==> config.mk <==
export PLATFORM = sky130hd
export DESIGN_NAME = servo_slew_pwm
export DESIGN_NICKNAME = d
export VERILOG_FILES = /design/src/rtl/servo_slew_pwm.sv
export SDC_FILE = /design/constraint.sdc
export NUM_CORES = 1
export LEC_CHECK = 0
export ABC_AREA = 1
export CAP_MARGIN = 20
export CORE_ASPECT_RATIO = 0.9
export CORE_MARGIN = 2
export CORE_UTILIZATION = 40
export CTS_CLUSTER_DIAMETER = 40
export DETAILED_ROUTE_END_ITERATION = 10
export HOLD_SLACK_MARGIN = 0.05
export RECOVER_POWER = 25
export SLEW_MARGIN = 30
export SYNTH_ARGS = -nofsm -noshare
export SYNTH_HDL_FRONTEND = slang
export SYNTH_SLANG_ARGS = --single-unit
export TNS_END_PERCENT = 50
==> constraint.sdc <==
create_clock -name CLK -period 3.7 [get_ports CLK]
set_clock_uncertainty 0.2 [all_clocks]
set_input_delay 0.74 -clock CLK [delete_from_list [all_inputs] [get_ports CLK]]
set_output_delay 0.74 -clock CLK [all_outputs]
set_load 0.01 [all_outputs]
==> src/rtl/servo_slew_pwm.sv <==
// Single-channel servo driver: clamps a µs target, slews the applied width
// once per frame, and emits a glitch-free PWM pulse every frame.
module servo_slew_pwm #(
    parameter int CLK_HZ    = 25000000,
    parameter int PERIOD_US = 20000,
    parameter int MIN_US    = 650,
    parameter int MAX_US    = 2600,
    parameter int CENTER_US = 1500,
    parameter int STEP_US   = 20
) (
    input  logic        CLK,
    input  logic        RST_N,
    input  logic [31:0] target_us,
    input  logic        target_valid,
    input  logic        hold,
    output logic        pwm,
    output logic [11:0] current_us,
    output logic        at_target,
    output logic        frame_tick
);

    localparam int DIV = CLK_HZ / 1000000;
    localparam int PW  = (DIV > 1) ? $clog2(DIV) : 1;
    localparam int FW  = (PERIOD_US > 1) ? $clog2(PERIOD_US) : 1;

    localparam logic [PW-1:0] PRE_TC = PW'(DIV - 1);
    localparam logic [FW-1:0] FRM_TC = FW'(PERIOD_US - 1);
    localparam logic [11:0]   MIN_W  = 12'(MIN_US);
    localparam logic [11:0]   MAX_W  = 12'(MAX_US);
    localparam logic [11:0]   CTR_W  = 12'(CENTER_US);
    localparam logic [11:0]   STEP_W = 12'(STEP_US);
    localparam logic signed [12:0] STEP_S = 13'(STEP_US);

    typedef enum logic {SETTLED, SLEWING} state_t;

    logic [PW-1:0] r_presc;
    logic [FW-1:0] r_frame_us;
    logic [11:0]   r_target;
    logic [11:0]   r_cur;
    state_t        r_state;
    logic          r_pwm;
    logic          r_tick;

    logic               w_us_tick;
    logic               w_fb;
    logic [FW-1:0]      w_frame_next;
    logic [11:0]        w_clamped;
    logic [11:0]        w_tgt_next;
    logic signed [12:0] w_diff;
    logic [11:0]        w_slew;
    logic [11:0]        w_cur_next;
    logic               w_pwm_next;

    always_comb begin
        w_us_tick = (r_presc == PRE_TC);
        w_fb      = w_us_tick && (r_frame_us == FRM_TC);

        w_frame_next = r_frame_us;
        if (w_fb)
            w_frame_next = '0;
        else if (w_us_tick)
            w_frame_next = r_frame_us + 1'b1;

        // Full 32-bit compare so huge requests clamp high instead of wrapping
        w_clamped = target_us[11:0];
        if (target_us < 32'(MIN_US))
            w_clamped = MIN_W;
        else if (target_us > 32'(MAX_US))
            w_clamped = MAX_W;

        w_tgt_next = target_valid ? w_clamped : r_target;

        w_diff = $signed({1'b0, r_target}) - $signed({1'b0, r_cur});
        w_slew = r_target;
        if (w_diff > STEP_S)
            w_slew = r_cur + STEP_W;
        else if (w_diff < -STEP_S)
            w_slew = r_cur - STEP_W;

        w_cur_next = (w_fb && !hold) ? w_slew : r_cur;
        w_pwm_next = 32'(w_frame_next) < 32'(w_cur_next);
    end

    always_ff @(posedge CLK or negedge RST_N) begin
        if (!RST_N) begin
            r_presc    <= '0;
            r_frame_us <= '0;
            r_target   <= CTR_W;
            r_cur      <= CTR_W;
            r_state    <= SETTLED;
            r_pwm      <= 1'b0;
            r_tick     <= 1'b0;
        end else begin
            r_presc    <= w_us_tick ? '0 : r_presc + 1'b1;
            r_frame_us <= w_frame_next;
            r_target   <= w_tgt_next;
            r_cur      <= w_cur_next;
            r_pwm      <= w_pwm_next;
            r_tick     <= w_fb;
            unique case (r_state)
                SETTLED:
                    if (w_tgt_next != w_cur_next)
                        r_state <= SLEWING;
                SLEWING:
                    if (w_fb && (w_cur_next == w_tgt_next))
                        r_state <= SETTLED;
            endcase
        end
    end

    assign pwm        = r_pwm;
    assign current_us = r_cur;
    assign at_target  = (r_state == SETTLED);
    assign frame_tick = r_tick;

endmodule

# == Word-level counts from Yosys, hierarchy flattened ==
# Index checks and enable logic that the tools add are counted.
# word_totals
ff_bits,47
elab_cells,38
out_inout_bits,15
in_bits,36
# op_classes
addsub,5
eq_ne,4
muxes,12
bitwise_logic,1
n_reduce_logical,4
order_cmp,5
# op_table
operator,count
$mux W12,6
$gt A32 B12 Y1 const B,1
$lt A32 B10 Y1 const B,1
$mux W15,2
$add A15 B1 Y15 const B,1
$eq A15 B15 Y1 const B,1
$lt A15 B12 Y1,1
$gt A13 B6 Y1 const B,1
$lt A13 B6 Y1 const B,1
$sub A12 B12 Y13,1
$add A12 B5 Y12 const B,1
$eq A12 B12 Y1,1
$ne A12 B12 Y1,1
$sub A12 B5 Y12 const B,1
$add A5 B1 Y5 const B,1
$eq A5 B5 Y1 const B,1
$mux W5,1
$logic_and A1 B1 Y1,3
$mux W1,2
$pmux W1 S2,1
$logic_not A1 Y1,1
$not A1 Y1,1

# == Logic depth before layout (Yosys ltp) ==
# logic_depth
word_depth,9
ltp_mapped,26
mapped_depth_nobuf,26

# == Worst setup path after synthesis ==
# No wires, ideal clock.
# synth_timing
path_type,reg-to-reg
from,"register r_cur[0], in the netlist current_us[0]"
to,"register r_pwm, in the netlist pwm"
required_ns,3.423
t_arrival_ns,3.198
path_stages_with_launch,24
path_buffers,1
synth_period_minus_slack_ns,3.476
setup_slack_ns,0.224
setup_ns,0.077
cell_sequence,dfrtp_1 > ha_1 > fa_1 > inv_1 > nand3_1 > nand3_1 > nand2_1 > nand2_1 > inv_2 > o21ai_4 > inv_2 > nand2_8 > buf_8 > nand2_1 > nand3_1 > nand2_1 > nand2_1 > inv_1 > ha_1 > a21oi_1 > nor2_1 > a211oi_1 > o2111ai_1 > a21oi_1
# synth_between
elab_chain_len,6
elab_cells_between_ends,9
classes_between,3 x add/sub; 3 x order compare; 3 x mux
# synth_rtl
element,line_no,text
start: declaration,39,logic [11:0] r_cur;
start signal: assignment,97,r_cur <= w_cur_next;
$sub A12 B12 Y13,73,"w_diff = $signed({1'b0, r_target}) - $signed({1'b0, r_cur});"
$lt A13 B6 Y1,77,else if (w_diff < -STEP_S)
$mux W12,77,
$mux W12 (*),75,if (w_diff > STEP_S)
$mux W12 (*),80,w_cur_next = (w_fb && !hold) ? w_slew : r_cur;
named net w_cur_next[8],51,logic [11:0] w_cur_next;
$lt A15 B12 Y1 (*),81,w_pwm_next = 32'(w_frame_next) < 32'(w_cur_next);
named net w_pwm_next,52,logic w_pwm_next;
end signal: assignment,98,r_pwm <= w_pwm_next;
end: declaration,41,logic r_pwm;
# The timed path passes the listed nets; every way through them passes the cells marked *.

# == Worst setup path after layout ==
# layout_timing
from,"register r_cur[3], in the netlist current_us[3]"
to,"register r_pwm, in the netlist pwm"
# The elaborated chain is that of the path after synthesis.

==> flow_summary.yaml <==
status:
  outcome: "finished with violations"
  violations: "max-capacitance violations, max-slew violations"
floorplan:
  die-area_sq_um: 11500
  die_y_um: 102
  die_w_um: 113
  core_area_sq_um: 10300
  start_util: 0.413
  row_count: 35
  io_pins: 51
global_route:
  grt_pass1_wl_mm: 20.3
  grt_start_max_net_pins: 48
  gr-total-overflow: 0
  grt_usage: 0.219
  grt_antenna_before_repair: 0
  grt_pass1_vias: 4295
cts:
  hold_buffers: 0
  clk_latency_ns: 0.29
  cts-buffers-inserted: 5
  ctsHtreeMaxLevel: 2
  cts_buffer_depth: 2
  cts_tree: "built"
  clk_pin_slew_ns: 0.07
  clock-sinks: 47
  cts-root-buf: "clkbuf_16"
pwr:
  switching_share: 0.279
  leakage_nw: 2.78
  p_per_area_nw_per_um2: 217
  p_int_w: 0.000874
  total_power_w: 0.00121
  p_clk_frac: 0.390
  seq_power_share: 0.433
  peakVddDrop_mv: 0.161
  p_comb_frac: 0.177
  power.switching_w: 0.000339
logic_synthesis:
  synth_cell_types: 41
  syn_area_sq_um: 4270
  yosys_warnings: 0
  syn_inst: 654
  synth_async_sr_flop_share: 1.00
  ys_seq_elements: 47
  syn_area_per_cell_sq_um: 6.53
  seq_area_frac_synth: 0.279
  synth_edf_count: 0
  synthesis.nets: 719
  ys.flop_type: "dfrtp_1"
layout:
  fill_cells: 997
  fin_cells: 868
  syn2layout_area_growth_pct: 30.8
  n_antenna_cell: 0
  nNetsFinal: 803
  drive_above_1_share: 0.199
detailed_routing:
  first_pass_iters: 5
  topRoutingLayerUsed: "met4"
  num_vias: 4519
  dr_wl_met3_um: 828
  wire_per_inst_um: 14.6
  via_per_inst: 5.21
  wl_mm: 12.6
  wl_met2_mm: 5.75
  wl_met1_mm: 5.92
  drtIter0Drc: 435
  drc_errors: 0
  antenna_left: 0
sta:
  setup_viol: 0
  hold_violations: 0
  drv_slew: 48
  period_needed_ns: 3.55
  tns_ns: 0
  final.period_utilization: 0.960
  holdWs_ns: 0.288
  max_freq_mhz: 282
  worstMarginPinSlew_ns: 2.58
  setup_slack_ns: 0.148
  relSlewSlack: -0.721
placement:
  io_buffers: 50
  gp_congestion: 0.960
  hpwl_mm: 10.1
  dpl.cell_count: 846
  dp_slack_ns: -0.0779
critical_path:
  crit_required_ns: 3.71
  rr_startpoint: "current_us[3]"
  crit_fanout: 5
  worstSetupPathType: "register to register"
  end_kind: "register"
  worstSetupStartpointType: "register"
  arrival_ns: 3.57
  reg2reg_slack_ns: 0.15
  startpoint: "current_us[3]"
run:
  cap_violations: 1
hold_path:
  min_from: "r_presc[0]"
  min_path_type: "register to register"
[final timing paths]
| check | end | depth (start not counted) |
|---|---|---|
| min in group asynchronous | r_frame_us[8] | 1 |
| max in group asynchronous | current_us[11] | 1 |
| worst min register to register | r_presc[0] | 1 |
| worst min-delay path | r_presc[0] | 1 |
| worst max register to register | pwm | 24 |
| worst max-delay path | pwm | 24 |
[cells in the mapped netlist (2+ instances only)]
library cell / n / share of area
a211oi_1: 2 / 0.0035
a21oi_1: 16 / 0.019
a31oi_1: 9 / 0.013
clkbuf_1: 3 / 0.0026
dfrtp_1: 33 / 0.19
dfstp_2: 14 / 0.086
ha_1: 28 / 0.082
inv_1: 114 / 0.10
inv_2: 6 / 0.0053
nand2_1: 181 / 0.16
nand2_2: 7 / 0.010
nand2_4: 3 / 0.0079
nand3_1: 71 / 0.083
nand3b_1: 4 / 0.0070
nand4_1: 19 / 0.028
nand4_2: 2 / 0.0059
nor2_1: 67 / 0.059
nor2_2: 5 / 0.0073
nor2_4: 2 / 0.0053
nor3_1: 9 / 0.011
nor4_1: 6 / 0.0088
o21ai_0: 10 / 0.012
or2_2: 3 / 0.0044
xnor2_1: 5 / 0.010
xor2_1: 19 / 0.039
[critical path, stage by stage, from the launching register on]
cell	delay, ns
dfstp_2	0.57
inv_2	0.07
ha_4	0.30
nand2_2	0.08
nor2_2	0.15
nand2_2	0.09
nand2_2	0.08
nand2_1	0.04
nand2_1	0.06
nand4_1	0.12
nor2_2	0.19
nand2_4	0.07
buf_12	0.13
nand3_1	0.09
nand2_1	0.06
inv_1	0.06
nand2_1	0.07
nand2_2	0.11
inv_1	0.08
ha_4	0.22
a21oi_2	0.12
nor2_1	0.06
a211oi_2	0.14
o2111ai_1	0.14
a21oi_1	0.15
[layout make-up]
cell class,instances,area (sq um),share of cell area
Tap cell,129,161,0.0289
Inverter,121,454,0.0813
Sequential cell,47,1190,0.214
Clock inverter,3,27.5,0.00493
Timing Repair Buffer,83,754,0.135
Clock buffer,5,125,0.0224
Multi-Input combinational cell,480,2870,0.514
[per-layer routing]
| layer | global-route usage | up-vias |
|---|---|---|
| met3 | 0.0261 | 17 |
| met5 | 0 | - |
| met1 | 0.304 | 2093 |
| met4 | 0.0582 | 0 |
| li1 | - | 2243 |
| met2 | 0.367 | 166 |
[logic make-up (layout without fill, tap and decap cells)]
family                     after synthesis  in the layout  synth area share
AOI/OAI and AO/OA                       44             44            0.0618
DFF                                     47             47             0.279
and+or+nand+nor                        382            383             0.405
adders and majority gates               29             29            0.0867
buffers and inverters                  128            212             0.118
xor gates and xnor gates                24             24            0.0492
[timing repair]
| action | 4_1_cts | 5_1_grt |
|---|---|---|
| buffers inserted | 3 | 10 |
| gates cloned | 0 | 1 |
| pin swaps | 1 | 24 |
| gates resized for setup | 5 | 64 |
| setup endpoints to repair | 1 | 1 |
[sequential cells by signal, summed over array words and instances (netlist names)]
signal and count:
r_state 1, current_us 12, pwm 1, frame_tick 1, r_target 12, r_frame_us 15, r_presc 5
[power groups by stage]
stage,Clock [W],Sequential (W),Combinational (W)
2_1_floorplan,0,0.000534,0.000108
3_3_place_gp,0,0.000534,0.000190
3_5_place_dp,0,0.000534,0.000192
4_1_cts,0.000482,0.000524,0.000196
5_1_grt,0.000498,0.000526,0.000238
6_report,0.000472,0.000526,0.000215
[through the flow]
stage	instance area, sq um	utilization
2_1_floorplan	4270	-
3_3_place_gp	5030	0.487
3_5_place_dp	5030	0.487
4_1_cts	5230	0.506
5_1_grt	5590	0.540
6_report	5590	0.540
[placed cells by master, fill, tap and decap left out, drive strengths merged, types with 17 or more instances in the layout]
cell type,synthesis,layout
nand2,192,193
inv,120,122
nor2,74,74
nand3,72,72
clkdlybuf4s50,0,49
dfrtp,33,33
buf,4,33
ha,28,28
nand4,21,21
xor2,19,19
a21oi,17,17
Note: power is estimated with default switching activity, not from simulation.
